[config.mk]
export PLATFORM = sky130hd
export DESIGN_NAME = rr_lock_arbiter_flat
export DESIGN_NICKNAME = d
export VERILOG_FILES = /design/src/rtl/rr_lock_arbiter_if.sv /design/src/rtl/rr_lock_arbiter.sv /design/src/flat_wrapper.sv
export SDC_FILE = /design/constraint.sdc
export NUM_CORES = 1
export LEC_CHECK = 0
export ABC_AREA = 0
export ABC_CLOCK_PERIOD_IN_PS = 3100
export BUFFER_PORTS_ARGS = -buffer_cell sky130_fd_sc_hd__buf_2
export CAP_MARGIN = 15
export CORE_AREA = 2 2 39 41
export DETAILED_ROUTE_END_ITERATION = 12
export DIE_AREA = 0 0 41 43
export PLACE_DENSITY = 0.77
export SLEW_MARGIN = 30
export SYNTH_ARGS = -nofsm -noshare
export SYNTH_HDL_FRONTEND = slang
export SYNTH_SLANG_ARGS = --single-unit
[constraint.sdc]
create_clock -name clk -period 3.1 [get_ports clk]
set_input_delay 0.775 -clock clk [delete_from_list [all_inputs] [get_ports clk]]
set_output_delay 0.775 -clock clk [all_outputs]
set_load 0.01 [all_outputs]
[src/rtl/rr_lock_arbiter_if.sv]
// Request/grant bundle between REQS requesters and rr_lock_arbiter.
// RR_ARB_GRANT_CNT_EN adds the grant_cnt_o statistics counter.
interface rr_lock_arbiter_if #(
    parameter int unsigned REQS = 4
);
    localparam int unsigned ID_W = (REQS > 1) ? $clog2(REQS) : 1;

    logic [REQS-1:0] req_i;
    logic            done_i;
    logic [REQS-1:0] gnt_o;
    logic            gnt_valid_o;
    logic [ID_W-1:0] gnt_id_o;
`ifdef RR_ARB_GRANT_CNT_EN
    logic [15:0]     grant_cnt_o;

    modport master (
        output req_i, done_i,
        input  gnt_o, gnt_valid_o, gnt_id_o, grant_cnt_o
    );

    modport slave (
        input  req_i, done_i,
        output gnt_o, gnt_valid_o, gnt_id_o, grant_cnt_o
    );
`else
    modport master (
        output req_i, done_i,
        input  gnt_o, gnt_valid_o, gnt_id_o
    );

    modport slave (
        input  req_i, done_i,
        output gnt_o, gnt_valid_o, gnt_id_o
    );
`endif
endinterface

[src/rtl/rr_lock_arbiter.sv]
// Round-robin arbiter with grant locking, release on done/withdrawal/hold limit.
// Optional macro RR_ARB_GRANT_CNT_EN enables a saturating count of issued grants.
module rr_lock_arbiter #(
    parameter int unsigned REQS     = 4,
    parameter int unsigned MAX_HOLD = 8
) (
    input logic              clk,
    input logic              reset,
    rr_lock_arbiter_if.slave bus
);
    localparam int unsigned ID_W   = (REQS > 1) ? $clog2(REQS) : 1;
    localparam int unsigned HOLD_W = (MAX_HOLD > 0) ? $clog2(MAX_HOLD + 1) : 1;
    localparam logic [HOLD_W-1:0] HOLD_MAX  = HOLD_W'(MAX_HOLD);
    localparam logic [HOLD_W-1:0] HOLD_ONE  = (MAX_HOLD > 0) ? HOLD_W'(1) : '0;
    localparam logic [ID_W-1:0]   LAST_INIT = ID_W'(REQS - 1);

    typedef enum logic [0:0] {StIdle, StBusy} state_e;

    state_e            state_q, state_d;
    logic [REQS-1:0]   gnt_q, gnt_d;
    logic [ID_W-1:0]   id_q, id_d;
    logic [ID_W-1:0]   last_q, last_d;
    logic [HOLD_W-1:0] hold_q, hold_d;

    logic              withdraw;
    logic              hold_hit;
    logic              release_hit;
    logic [ID_W-1:0]   sel_ptr;
    logic [REQS-1:0]   sel_cand;
    logic              win_found;
    logic [ID_W-1:0]   win_id;
    int unsigned       pos;
    logic              issue;

    always_comb begin
        withdraw    = ~bus.req_i[id_q];
        hold_hit    = (MAX_HOLD != 0) && (hold_q == HOLD_MAX);
        release_hit = (state_q == StBusy) && (bus.done_i || withdraw || hold_hit);
        // On release the owner becomes the new pointer, so the search starts just after it.
        sel_ptr     = (state_q == StBusy) ? id_q : last_q;
        sel_cand    = bus.req_i;
        if ((state_q == StBusy) && withdraw) begin
            sel_cand[id_q] = 1'b0;
        end
    end

    always_comb begin
        win_found = 1'b0;
        win_id    = '0;
        pos       = 0;
        for (int unsigned i = 0; i < REQS; i++) begin
            pos = 32'(sel_ptr) + 32'd1 + i;
            if (pos >= REQS) begin
                pos = pos - REQS;
            end
            if (!win_found && sel_cand[ID_W'(pos)]) begin
                win_found = 1'b1;
                win_id    = ID_W'(pos);
            end
        end
    end

    always_comb begin
        state_d = state_q;
        gnt_d   = gnt_q;
        id_d    = id_q;
        last_d  = last_q;
        hold_d  = hold_q;
        issue   = 1'b0;
        unique case (state_q)
            StIdle: begin
                if (win_found) begin
                    issue = 1'b1;
                end
            end
            StBusy: begin
                if (release_hit) begin
                    last_d = id_q;
                    if (win_found) begin
                        issue = 1'b1;
                    end else begin
                        state_d = StIdle;
                        gnt_d   = '0;
                        hold_d  = '0;
                    end
                end else if ((MAX_HOLD != 0) && (hold_q != HOLD_MAX)) begin
                    hold_d = hold_q + 1'b1;
                end
            end
            default: begin
                state_d = StIdle;
                gnt_d   = '0;
            end
        endcase
        if (issue) begin
            state_d        = StBusy;
            gnt_d          = '0;
            gnt_d[win_id]  = 1'b1;
            id_d           = win_id;
            hold_d         = HOLD_ONE;
        end
    end

    always_ff @(posedge clk) begin
        if (reset) begin
            state_q <= StIdle;
            gnt_q   <= '0;
            id_q    <= '0;
            last_q  <= LAST_INIT;
            hold_q  <= '0;
        end else begin
            state_q <= state_d;
            gnt_q   <= gnt_d;
            id_q    <= id_d;
            last_q  <= last_d;
            hold_q  <= hold_d;
        end
    end

`ifdef RR_ARB_GRANT_CNT_EN
    logic [15:0] cnt_q, cnt_d;

    always_comb begin
        cnt_d = cnt_q;
        if (issue && (cnt_q != 16'hFFFF)) begin
            cnt_d = cnt_q + 16'd1;
        end
    end

    always_ff @(posedge clk) begin
        if (reset) begin
            cnt_q <= '0;
        end else begin
            cnt_q <= cnt_d;
        end
    end

    assign bus.grant_cnt_o = cnt_q;
`endif

    assign bus.gnt_o       = gnt_q;
    assign bus.gnt_valid_o = |gnt_q;
    assign bus.gnt_id_o    = id_q;
endmodule
[src/flat_wrapper.sv]
// flat-port wrapper written by rule: the top's interface ports become plain ports
module rr_lock_arbiter_flat 
#(
    parameter int unsigned REQS     = 4,
    parameter int unsigned MAX_HOLD = 8
)
  (clk, reset, bus_req_i, bus_done_i, bus_gnt_o, bus_gnt_valid_o, bus_gnt_id_o);
  rr_lock_arbiter_if #(.REQS(REQS)) bus_i ();
  input logic clk;
  input logic reset;
  input wire logic [$bits(bus_i.req_i)-1:0] bus_req_i;
  input wire logic [$bits(bus_i.done_i)-1:0] bus_done_i;
  output wire logic [$bits(bus_i.gnt_o)-1:0] bus_gnt_o;
  output wire logic [$bits(bus_i.gnt_valid_o)-1:0] bus_gnt_valid_o;
  output wire logic [$bits(bus_i.gnt_id_o)-1:0] bus_gnt_id_o;
  assign bus_i.req_i = bus_req_i;
  assign bus_i.done_i = bus_done_i;
  assign bus_gnt_o = bus_i.gnt_o;
  assign bus_gnt_valid_o = bus_i.gnt_valid_o;
  assign bus_gnt_id_o = bus_i.gnt_id_o;
  rr_lock_arbiter #(.REQS(REQS), .MAX_HOLD(MAX_HOLD)) u_core (.clk(clk), .reset(reset), .bus(bus_i));
endmodule
==> results.md <==
* Status: finished, final reports clean
* Critical-path cell list: or4_1 > buf_2
* Cells after Synth at 81
* Post-CTS Setup Repair Bufs at 0
* DIE HEIGHT at 43 um
* Initial core utilization at 51.1%
* Vias in the first global route at 561
* Core Area at 1380 um^2
* Largest net degree at the start of global routing at 12
* Placed Cells at 107
* Share of cells above drive strength 1 at 24.2%
* Max Buffers Root-to-Sink at 2
* Async set-reset flop share out of synthesis at 0%
* Final Max Slew Viols at 0
* Initial antenna violation count at 0
* Sequential area share after synthesis at 36.8%
* Final setup viols at 0
* N_diodes at 0
* Cell family with most CP delay: simple AND/OR/NAND/NOR gates
* Top_reg_cell synth: dfxtp_1
* First-pass GRT wire length at 2250 um
* Total stage count of the critical path at 2
* Area contributors post-synth: dfxtp_1 37%, a21oi_1 6.4%, nor2_1 4.8%
* Final worst slack at 1.08 ns
* FP Rows at 14
* Minimum clock period at 2.02 ns
* Post-synth top area share at 36.8%
* Fmax achieved at 496 MHz
* Overflow after GRT at 0
* CTS root buffer: clkbuf_4
* Slowest-stage cell, CP: or4_1
* Least-Margin Pin Slew at 0.509 ns
* Reg2reg path depth at 5
* Total CTS buffers at 3
* Iter 0 DRT Violations at 17
* CTS tree: done
* Clk_skew at 0.00124 ns
* Global placement routability congestion at 0.759
* Port Buf Inserts at 13
* Worst path required time at 2.32 ns
* Tcrit/Tclk final at 65.0%
* Max VDD drop at 0.257 mV
* Die width at 41 um
* Post-DP Area at 772 um^2
* Post-layout instance area at 798 um^2
* Multi-input gate area at 415 um^2
* DRT Pass-1 Iters at 4
* All-Layer GR Usage at 18.8%
* Leakage power at 0.336 nW
* DR vias/cell at 5.72
* CP Launch Type: flip-flop
* Core Util, Final at 57.7%
* CP arrival at 1.24 ns
* Fillers at 139
* Number of instances resized during post-cts repair at 0
* Yosys warnings at 0
* Critical Path Max Stage Delay at 0.50 ns
* RSZ-0062 raised after global routing: no
* Die area at 1760 um^2
* HPWL after DPL at 1040 um
* EDFF count, synth at 0
* Crit path max fanout at 3
* Most frequent cells in the layout: 13 x buf_2, 13 x dfxtp_1, 9 x a21oi_1, 9 x nor2_1, 8 x nand2_1
* Routed Antenna Nets at 0
* Cell area after synthesis at 707 um^2
* Drt total wl at 1370 um
* Min-Delay Path Class: reg2reg
* Hold buffer count at cts at 0
* Fin nets at 105
* TNS Setup at 0 ns
* Fin cells at 111
* Critical path capture point type: output port
* CTS HTree Levels at 1
* Pwr/cell area at 503 nW/um^2
* Drt wl/cell at 12.3 um
* Buf/Inv on CP at 1
* Worst rel slew slack at 65.7%
* MaxCap Viol Count at 0
* Register area at 260 um^2
* Final hold vios at 0
* Sink Count at 13
* DRC Markers at 0
* Avg Cell Area, Syn at 8.73 um^2
* Post-Place Setup Slack at 0.893 ns
* Post-synth top area cell: dfxtp_1
* Worst-path clk slew at 0.08 ns
* CP Class: reg2out
* Synthesis-to-layout area growth at 12.9%
* Netlist cell types at 37
* WHS Path Cells at 2
* Vias at 635
* Flops & latches, synth at 13
* Ports at 14
* Synthesized net count at 90
* Insertion delay to the later sink of the worst-skew pair at 0.27 ns
worst paths after layout:
check / startpoint / to / slack (ns)
hold reg to reg: u_core.bus.gnt_o[2] / u_core.bus.gnt_o[2] / 0.46
setup / recovery: u_core.bus.gnt_o[3] / bus_gnt_valid_o / 1.08
setup reg to reg: u_core.state_q / u_core.bus.gnt_o[0] / 1.31
hold / removal: u_core.bus.gnt_o[2] / u_core.bus.gnt_o[2] / 0.46
metal layers:
metal / part of all wire, % / vias to the layer above / global-route usage, %
met5: 0 / - / 0
met4: 2.2 / 0 / 12.0
met3: 3.2 / 4 / 3.66
met2: 47 / 12 / 26.3
met1: 48 / 292 / 25.2
li1: - / 327 / -
cell families (layout without fill, tap and decap cells):
kind of cell | after synthesis | after routing | share of synthesized area, %
buffers and inverters | 6 | 20 | 4.42
multiplexers | 3 | 3 | 6.02
AO/OA/AOI/OAI | 24 | 24 | 22.7
AND/OR/NAND/NOR | 33 | 33 | 26.6
adder cells (fa/ha/maj) | 2 | 2 | 3.54
flip-flops | 13 | 13 | 36.8
metrics by stage:
step	hold slack (ns)	power (mW)
floorplan	0.462	0.273
finish	0.460	0.401
global route	0.504	0.426
detailed placement	0.450	0.302
CTS	0.460	0.406
global placement	0.446	0.300
worst register-to-register path, cell delays in order, from the launching register on:
cell and delay (ns):
dfxtp_1 0.49, mux2i_1 0.44, a211oi_1 0.10, a311oi_2 0.38
nor2_1 0.09, a22o_1 0.18
area by class of cell:
class | count | area share [%]
timing repair buffer | 13 | 8.15
clock buffer | 4 | 3.29
sequential | 13 | 32.6
tap | 16 | 2.51
multi-input combinational | 62 | 52.0
inverter | 3 | 1.41
sequential cells by signal, indices dropped and copies added (netlist names):
register	cells
u_core.hold_q	4
u_core.state_q	1
u_core.bus.gnt_id_o	2
u_core.bus.gnt_o	4
u_core.last_q	2
cells in the mapped netlist (all sizes together) (2+ instances only):
library cell  count
inv               3
ha                2
mux2i             2
nor2b             3
nand2             8
a211o             2
a311oi            2
o21ai             4
dfxtp            13
a21oi             9
nor2             10
buf               2
nand3             2
where the power goes:
group | switching [mW] | internal (mW) | total (mW)
Sequential | 0.0142 | 0.182 | 0.196
Combinational | 0.0539 | 0.0473 | 0.101
Clock | 0.0539 | 0.0499 | 0.104
Total | 0.122 | 0.279 | 0.401
(Power assumes the default switching activity.)
